[config.mk]
export PLATFORM = sky130hd
export DESIGN_NAME = avst_to_bt656
export DESIGN_NICKNAME = d
export VERILOG_FILES = /design/src/rtl/avst_to_bt656.sv
export SDC_FILE = /design/constraint.sdc
export NUM_CORES = 1
export LEC_CHECK = 0
export BUFFER_PORTS_ARGS = -buffer_cell sky130_fd_sc_hd__buf_2
export CELL_PAD_IN_SITES_DETAIL_PLACEMENT = 1
export CELL_PAD_IN_SITES_GLOBAL_PLACEMENT = 2
export CORE_ASPECT_RATIO = 0.5
export CORE_MARGIN = 2
export CORE_UTILIZATION = 40
export CTS_BUF_LIST = sky130_fd_sc_hd__clkbuf_2
export CTS_CLUSTER_DIAMETER = 80
export DETAILED_ROUTE_END_ITERATION = 10
export PLACE_DENSITY_LB_ADDON = 0.1
export SETUP_SLACK_MARGIN = 0.05
export SYNTH_ARGS = -nofsm -noshare
export SYNTH_HDL_FRONTEND = slang
export SYNTH_SLANG_ARGS = --single-unit
export TNS_END_PERCENT = 10
[constraint.sdc]
create_clock -name clock -period 4.7 [get_ports clock]
set_input_delay 1.41 -clock clock [delete_from_list [all_inputs] [get_ports clock]]
set_output_delay 1.41 -clock clock [all_outputs]
set_load 0.005 [all_outputs]
[src/rtl/avst_to_bt656.sv]
// Avalon-ST byte stream to BT.656 4:2:2 serialiser.
// Inserts EAV/SAV codes and blanking, and flags underflow and sop/eop misalignment.
module avst_to_bt656 #(
    parameter int unsigned H_ACTIVE    = 1440,
    parameter int unsigned H_BLANK     = 268,
    parameter int unsigned LINES_TOTAL = 525,
    parameter int unsigned FIELD_LINES = 263,
    parameter int unsigned VBLANK      = 20
) (
    input  logic       clock,
    input  logic       reset,
    input  logic [7:0] snk_data,
    input  logic       snk_valid,
    input  logic       snk_sop,
    input  logic       snk_eop,
    output logic       snk_ready,
    output logic [7:0] bt656_data,
    output logic       field,
    output logic       underflow,
    output logic       sync_error
);

    localparam int unsigned H_TOTAL = H_ACTIVE + H_BLANK + 8;
    localparam int unsigned HW      = $clog2(H_TOTAL);
    localparam int unsigned LW      = $clog2(LINES_TOTAL);

    localparam logic [HW-1:0] SavStart = HW'(H_BLANK + 4);
    localparam logic [HW-1:0] ActStart = HW'(H_BLANK + 8);
    localparam logic [HW-1:0] HLast    = HW'(H_TOTAL - 1);
    localparam logic [HW-1:0] ActLast  = HW'(H_ACTIVE - 1);
    localparam logic [LW-1:0] LLast    = LW'(LINES_TOTAL - 1);

    logic [HW-1:0] h_cnt_q, h_cnt_d;
    logic [LW-1:0] l_cnt_q, l_cnt_d;
    logic [7:0]    data_q, data_d;
    logic          field_q, underflow_q, underflow_d, sync_error_q, sync_error_d;

    logic          f_flag, v_flag, h_flag;
    logic          in_eav, in_sav, in_active;
    logic [1:0]    tc_idx;
    logic [HW-1:0] act_off;
    logic [7:0]    xy, blank_byte, clamped;

    // Line/field decode from the counters
    always_comb begin
        f_flag     = l_cnt_q >= LW'(FIELD_LINES);
        v_flag     = (l_cnt_q < LW'(VBLANK)) ||
                     (f_flag && (l_cnt_q < LW'(FIELD_LINES + VBLANK)));
        in_eav     = h_cnt_q < HW'(4);
        in_sav     = (h_cnt_q >= SavStart) && (h_cnt_q < ActStart);
        in_active  = h_cnt_q >= ActStart;
        h_flag     = in_eav;
        tc_idx     = in_eav ? h_cnt_q[1:0] : 2'(h_cnt_q - SavStart);
        act_off    = h_cnt_q - ActStart;
        xy         = {1'b1, f_flag, v_flag, h_flag, v_flag ^ h_flag, f_flag ^ h_flag,
                      f_flag ^ v_flag, f_flag ^ v_flag ^ h_flag};
        // Blanking and active regions both start on even h_cnt, so parity is h_cnt[0]
        blank_byte = h_cnt_q[0] ? 8'h10 : 8'h80;
        clamped    = (snk_data == 8'h00) ? 8'h01 :
                     (snk_data == 8'hFF) ? 8'hFE : snk_data;
        snk_ready  = in_active && !v_flag;
    end

    always_comb begin
        h_cnt_d = (h_cnt_q == HLast) ? '0 : h_cnt_q + 1'b1;
        l_cnt_d = l_cnt_q;
        if (h_cnt_q == HLast) begin
            l_cnt_d = (l_cnt_q == LLast) ? '0 : l_cnt_q + 1'b1;
        end
    end

    always_comb begin
        data_d       = blank_byte;
        underflow_d  = 1'b0;
        sync_error_d = 1'b0;
        if (in_eav || in_sav) begin
            unique case (tc_idx)
                2'd0:    data_d = 8'hFF;
                2'd3:    data_d = xy;
                default: data_d = 8'h00;
            endcase
        end else if (snk_ready) begin
            if (snk_valid) begin
                data_d       = clamped;
                sync_error_d = (snk_sop != (act_off == '0)) ||
                               (snk_eop != (act_off == ActLast));
            end else begin
                underflow_d = 1'b1;
            end
        end
    end

    always_ff @(posedge clock or posedge reset) begin
        if (reset) begin
            h_cnt_q      <= '0;
            l_cnt_q      <= '0;
            data_q       <= 8'h00;
            field_q      <= 1'b0;
            underflow_q  <= 1'b0;
            sync_error_q <= 1'b0;
        end else begin
            h_cnt_q      <= h_cnt_d;
            l_cnt_q      <= l_cnt_d;
            data_q       <= data_d;
            field_q      <= f_flag;
            underflow_q  <= underflow_d;
            sync_error_q <= sync_error_d;
        end
    end

    assign bt656_data = data_q;
    assign field      = field_q;
    assign underflow  = underflow_q;
    assign sync_error = sync_error_q;

endmodule

==> metrics.yaml <==
syn_area_per_cell_um2: 9.56
fin_area_um2: 1940
report.final.slew_viol_count: 0
post_cts_hold_buffer_count: 0
area.growth.synth_to_final_pct: 10.1
grt_antenna_before_repair: 0
clkLatencyLatePin_ns: 0.38
synth_cell_types: 41
timing.setup.tns_ns: 0
cp_data_required_time_ns: 3.29
synth-xor-area-share_pct: 8.46
core-area_um2: 4060
timing.clock.skew_ns: 0.0168
grt_max_degree: 20
setup_viol: 0
synth_simple_gate_area_share_pct: 26.5
hold_end: "h_cnt_q[6]"
design.final.nets: 223
min_period_over_period_pct: 74.2
worstMarginPinSlew_ns: 0.920
route.detailed.wl_per_inst_um: 16.4
floorplan.die.width_um: 97.8
max-cap-violations: 0
worst_r2r_endpoint: "l_cnt_q[8]"
rsz0062_at_grt: "false"
grtUsageTotal_pct: 19.2
overflow: 0
outcome: "completed"
worst_ir_drop_vdd_mv: 0.117
dominant_combinational_cell_family_by_area_after_synthesis: "simple AND/OR/NAND/NOR gates"
max_slew_margin_pct: 38.2
worstHoldPathCells: 1
routabilityCongestion: 0.781
synthCells: 184
numCtsBuffers: 5
yosys_warnings: 0
path_cells: "nor4_1 > nand3b_1 > and2_1 > and2b_1 > buf_2"
synth.yosys.seq_area_share_pct: 45.5
critPathSlowestCell: "sky130_fd_sc_hd__nor4_1"
detailedPlacementHpwl_um: 3190
ff2ff_setup_slack_ns: 2.00
power.static_leakage_nw: 0.884
post_cts_buffers: 0
clock_transition_time_at_the_flip_flop_clock_pins_of_the_worst_setup_and_hold_paths_ns: 0.16
worst_path_dominant_cell_family: "simple AND/OR/NAND/NOR gates"
synth_seq_cells: 32
finalWirelength_um: 4270
path_depth_of_the_worst_reg2reg_path: 6
crit_path_max_fanout: 6
timing_worst_setup_path_type: "reg2out"
power.density_nw_per_um2: 215
timing.critical_path.slowest_cell_delay_ns: 0.55
post_synth_mux_area_share_pct: 1.14
num_rows: 16
chipHeight_um: 50.9
synthAdderAreaFrac_pct: 2.84
synth-compound-area-share_pct: 11.5
drt_pre_antenna_iters: 4
hold_path.startpoint: "h_cnt_q[6]"
initial_core_util_pct: 43.3
vias_per_inst: 5.55
portBuffers: 24
insertedDiodeCount: 0
min_period_ns: 3.49
io-pin-count: 25
worst_setup_path_startpoint: "l_cnt_q[7]"
clock_sinks: 32
drt_drc_violations_left: 0
clock_tree.htree_level_count: 2
fp.dieArea_um2: 4980
clock_path_buffers: 2
synth_nets: 201
post_cts_sizing_count: 0
endpoint_kind: "primary output"
clk_root_buffer_cell: "sky130_fd_sc_hd__clkbuf_2"
place_area_um2: 1900
synth.cell_area_um2: 1760
drt_first_iter_violations: 48
worst_ep_arrival_time_ns: 2.08
final_layout_size_suffix_gt1_share_pct: 16.5
clock.fmax_ghz: 0.287
route.vias.total: 1444
count_of_final_hold_check_violations: 0
clock_tree_from_tritoncts: "built"
cp.buffers_inverters: 1
startpoint_type: "flip-flop"
ant_nets: 0
grt_pass1_wl_um: 7360
grt_pass1_vias: 1481
timing.hold.worst.class: "reg2reg"
rr_startpoint: "h_cnt_q[0]"
[final cells by class]
cell class / instances / area (um2)
fill: 485 / 2130
multi-input combinational: 136 / 886
sequential: 32 / 801
timing repair buffer: 25 / 128
tap: 54 / 67.6
clock buffer: 5 / 25.0
inverter: 6 / 22.5
clock inverter: 2 / 7.51
[through the flow]
stage | total power, W | cells | setup WS, ns | utilization, % | hold slack (ns)
finish | 0.000416 | 260 | 1.21 | 47.7 | 0.550
global route | 0.000436 | 260 | 1.01 | 47.7 | 0.568
CTS | 0.000424 | 260 | 1.18 | 47.7 | 0.553
detailed placement | 0.000296 | 253 | 1.64 | 46.9 | 0.528
global placement | 0.000295 | 253 | 1.69 | 46.9 | 0.508
floorplan | 0.000286 | 184 | 1.87 | - | 0.490
[flip-flops by register name, indices dropped and copies added (netlist names)]
register and count:
h_cnt_q 11, l_cnt_q 10, bt656_data 8, field 1, sync_error 1, underflow 1
[routing by layer]
| metal | global-route usage, % | routed length (um) | vias up |
|---|---|---|---|
| met4 | 5.56 | 33 | 0 |
| met1 | 26.0 | 2100 | 709 |
| met2 | 31.0 | 1960 | 25 |
| li1 | - | - | 705 |
| met5 | 0 | 0 | - |
| met3 | 4.92 | 181 | 5 |
[where the power goes]
part / leakage [nW] / internal, W / switching [W]
sequential: 0.429 / 0.000275 / 0
combinational: 0.432 / 0.00000507 / 0.00000932
clock: 0.0239 / 0.0000306 / 0.0000953
total: 0.884 / 0.000311 / 0.000105
[placed cells by master (no fill, tap or decap), drive strengths merged, types with 2 or more instances in the layout]
cell    count
a21oi       7
and2        7
and3        4
and4        2
buf        25
clkbuf      5
clkinv      2
dfrtp      32
ha          4
inv         6
mux2i       2
nand2      12
nand2b      3
nand3      12
nand4       6
nand4b      2
nor2        8
nor2b       2
nor3        3
nor4        6
o211ai      4
o21ai      16
or2         2
or3         3
or4         4
xnor2      12
xor2        5
[cells in the mapped netlist]
master,number,area (um2)
sky130_fd_sc_hd__ha_1,4,50.1
sky130_fd_sc_hd__a31oi_1,1,6.26
sky130_fd_sc_hd__nor4_1,5,31.3
sky130_fd_sc_hd__xnor2_1,12,105
sky130_fd_sc_hd__and3_1,4,25.0
sky130_fd_sc_hd__mux2i_1,2,20.0
sky130_fd_sc_hd__nand2_1,12,45.0
sky130_fd_sc_hd__nand3_1,12,60.1
sky130_fd_sc_hd__and4_1,2,17.5
sky130_fd_sc_hd__a2111o_1,1,11.3
sky130_fd_sc_hd__o21ai_1,1,5.00
sky130_fd_sc_hd__a211oi_1,1,7.51
sky130_fd_sc_hd__and2_1,7,43.8
sky130_fd_sc_hd__or3_1,3,18.8
sky130_fd_sc_hd__inv_1,6,22.5
sky130_fd_sc_hd__or4_1,3,22.5
sky130_fd_sc_hd__nor4_4,1,21.3
sky130_fd_sc_hd__dfrtp_1,32,801
sky130_fd_sc_hd__or2_2,2,12.5
sky130_fd_sc_hd__nand3b_1,1,7.51
sky130_fd_sc_hd__clkbuf_1,5,18.8
sky130_fd_sc_hd__nor2_1,8,30.0
sky130_fd_sc_hd__buf_6,1,11.3
sky130_fd_sc_hd__and4b_1,1,10.0
sky130_fd_sc_hd__or4_4,1,11.3
sky130_fd_sc_hd__o21ai_0,15,75.1
sky130_fd_sc_hd__nor3_1,3,15.0
sky130_fd_sc_hd__a21oi_1,7,35.0
sky130_fd_sc_hd__o211ai_1,4,30.0
sky130_fd_sc_hd__nand4b_1,2,17.5
sky130_fd_sc_hd__clkbuf_2,1,5.00
sky130_fd_sc_hd__a221oi_1,1,8.76
sky130_fd_sc_hd__buf_2,3,15.0
sky130_fd_sc_hd__xor2_1,5,43.8
sky130_fd_sc_hd__nor2b_1,2,12.5
sky130_fd_sc_hd__a211o_1,1,8.76
sky130_fd_sc_hd__a21boi_0,1,7.51
sky130_fd_sc_hd__nand4_1,6,37.5
sky130_fd_sc_hd__nand2b_1,3,18.8
sky130_fd_sc_hd__o22ai_1,1,6.26
sky130_fd_sc_hd__and2b_1,1,7.51
[logic make-up (layout without fill, tap and decap cells)]
group | Yosys count | after routing
buf+inv | 16 | 38
flops | 32 | 32
mux | 2 | 2
simple gates | 79 | 79
fa+ha+maj | 4 | 4
compound gates | 34 | 34
xor+xnor | 17 | 17
[how the worst max path moves through the flow]
stage / end / slack [ns] / cells past startpoint
4_1_cts: snk_ready / 1.18 / 6
6_report: snk_ready / 1.21 / 5
2_1_floorplan: snk_ready / 1.87 / 5
3_5_place_dp: snk_ready / 1.64 / 6
5_1_grt: snk_ready / 1.01 / 5
3_3_place_gp: snk_ready / 1.69 / 6
Power figures use the tool's default switching activity.
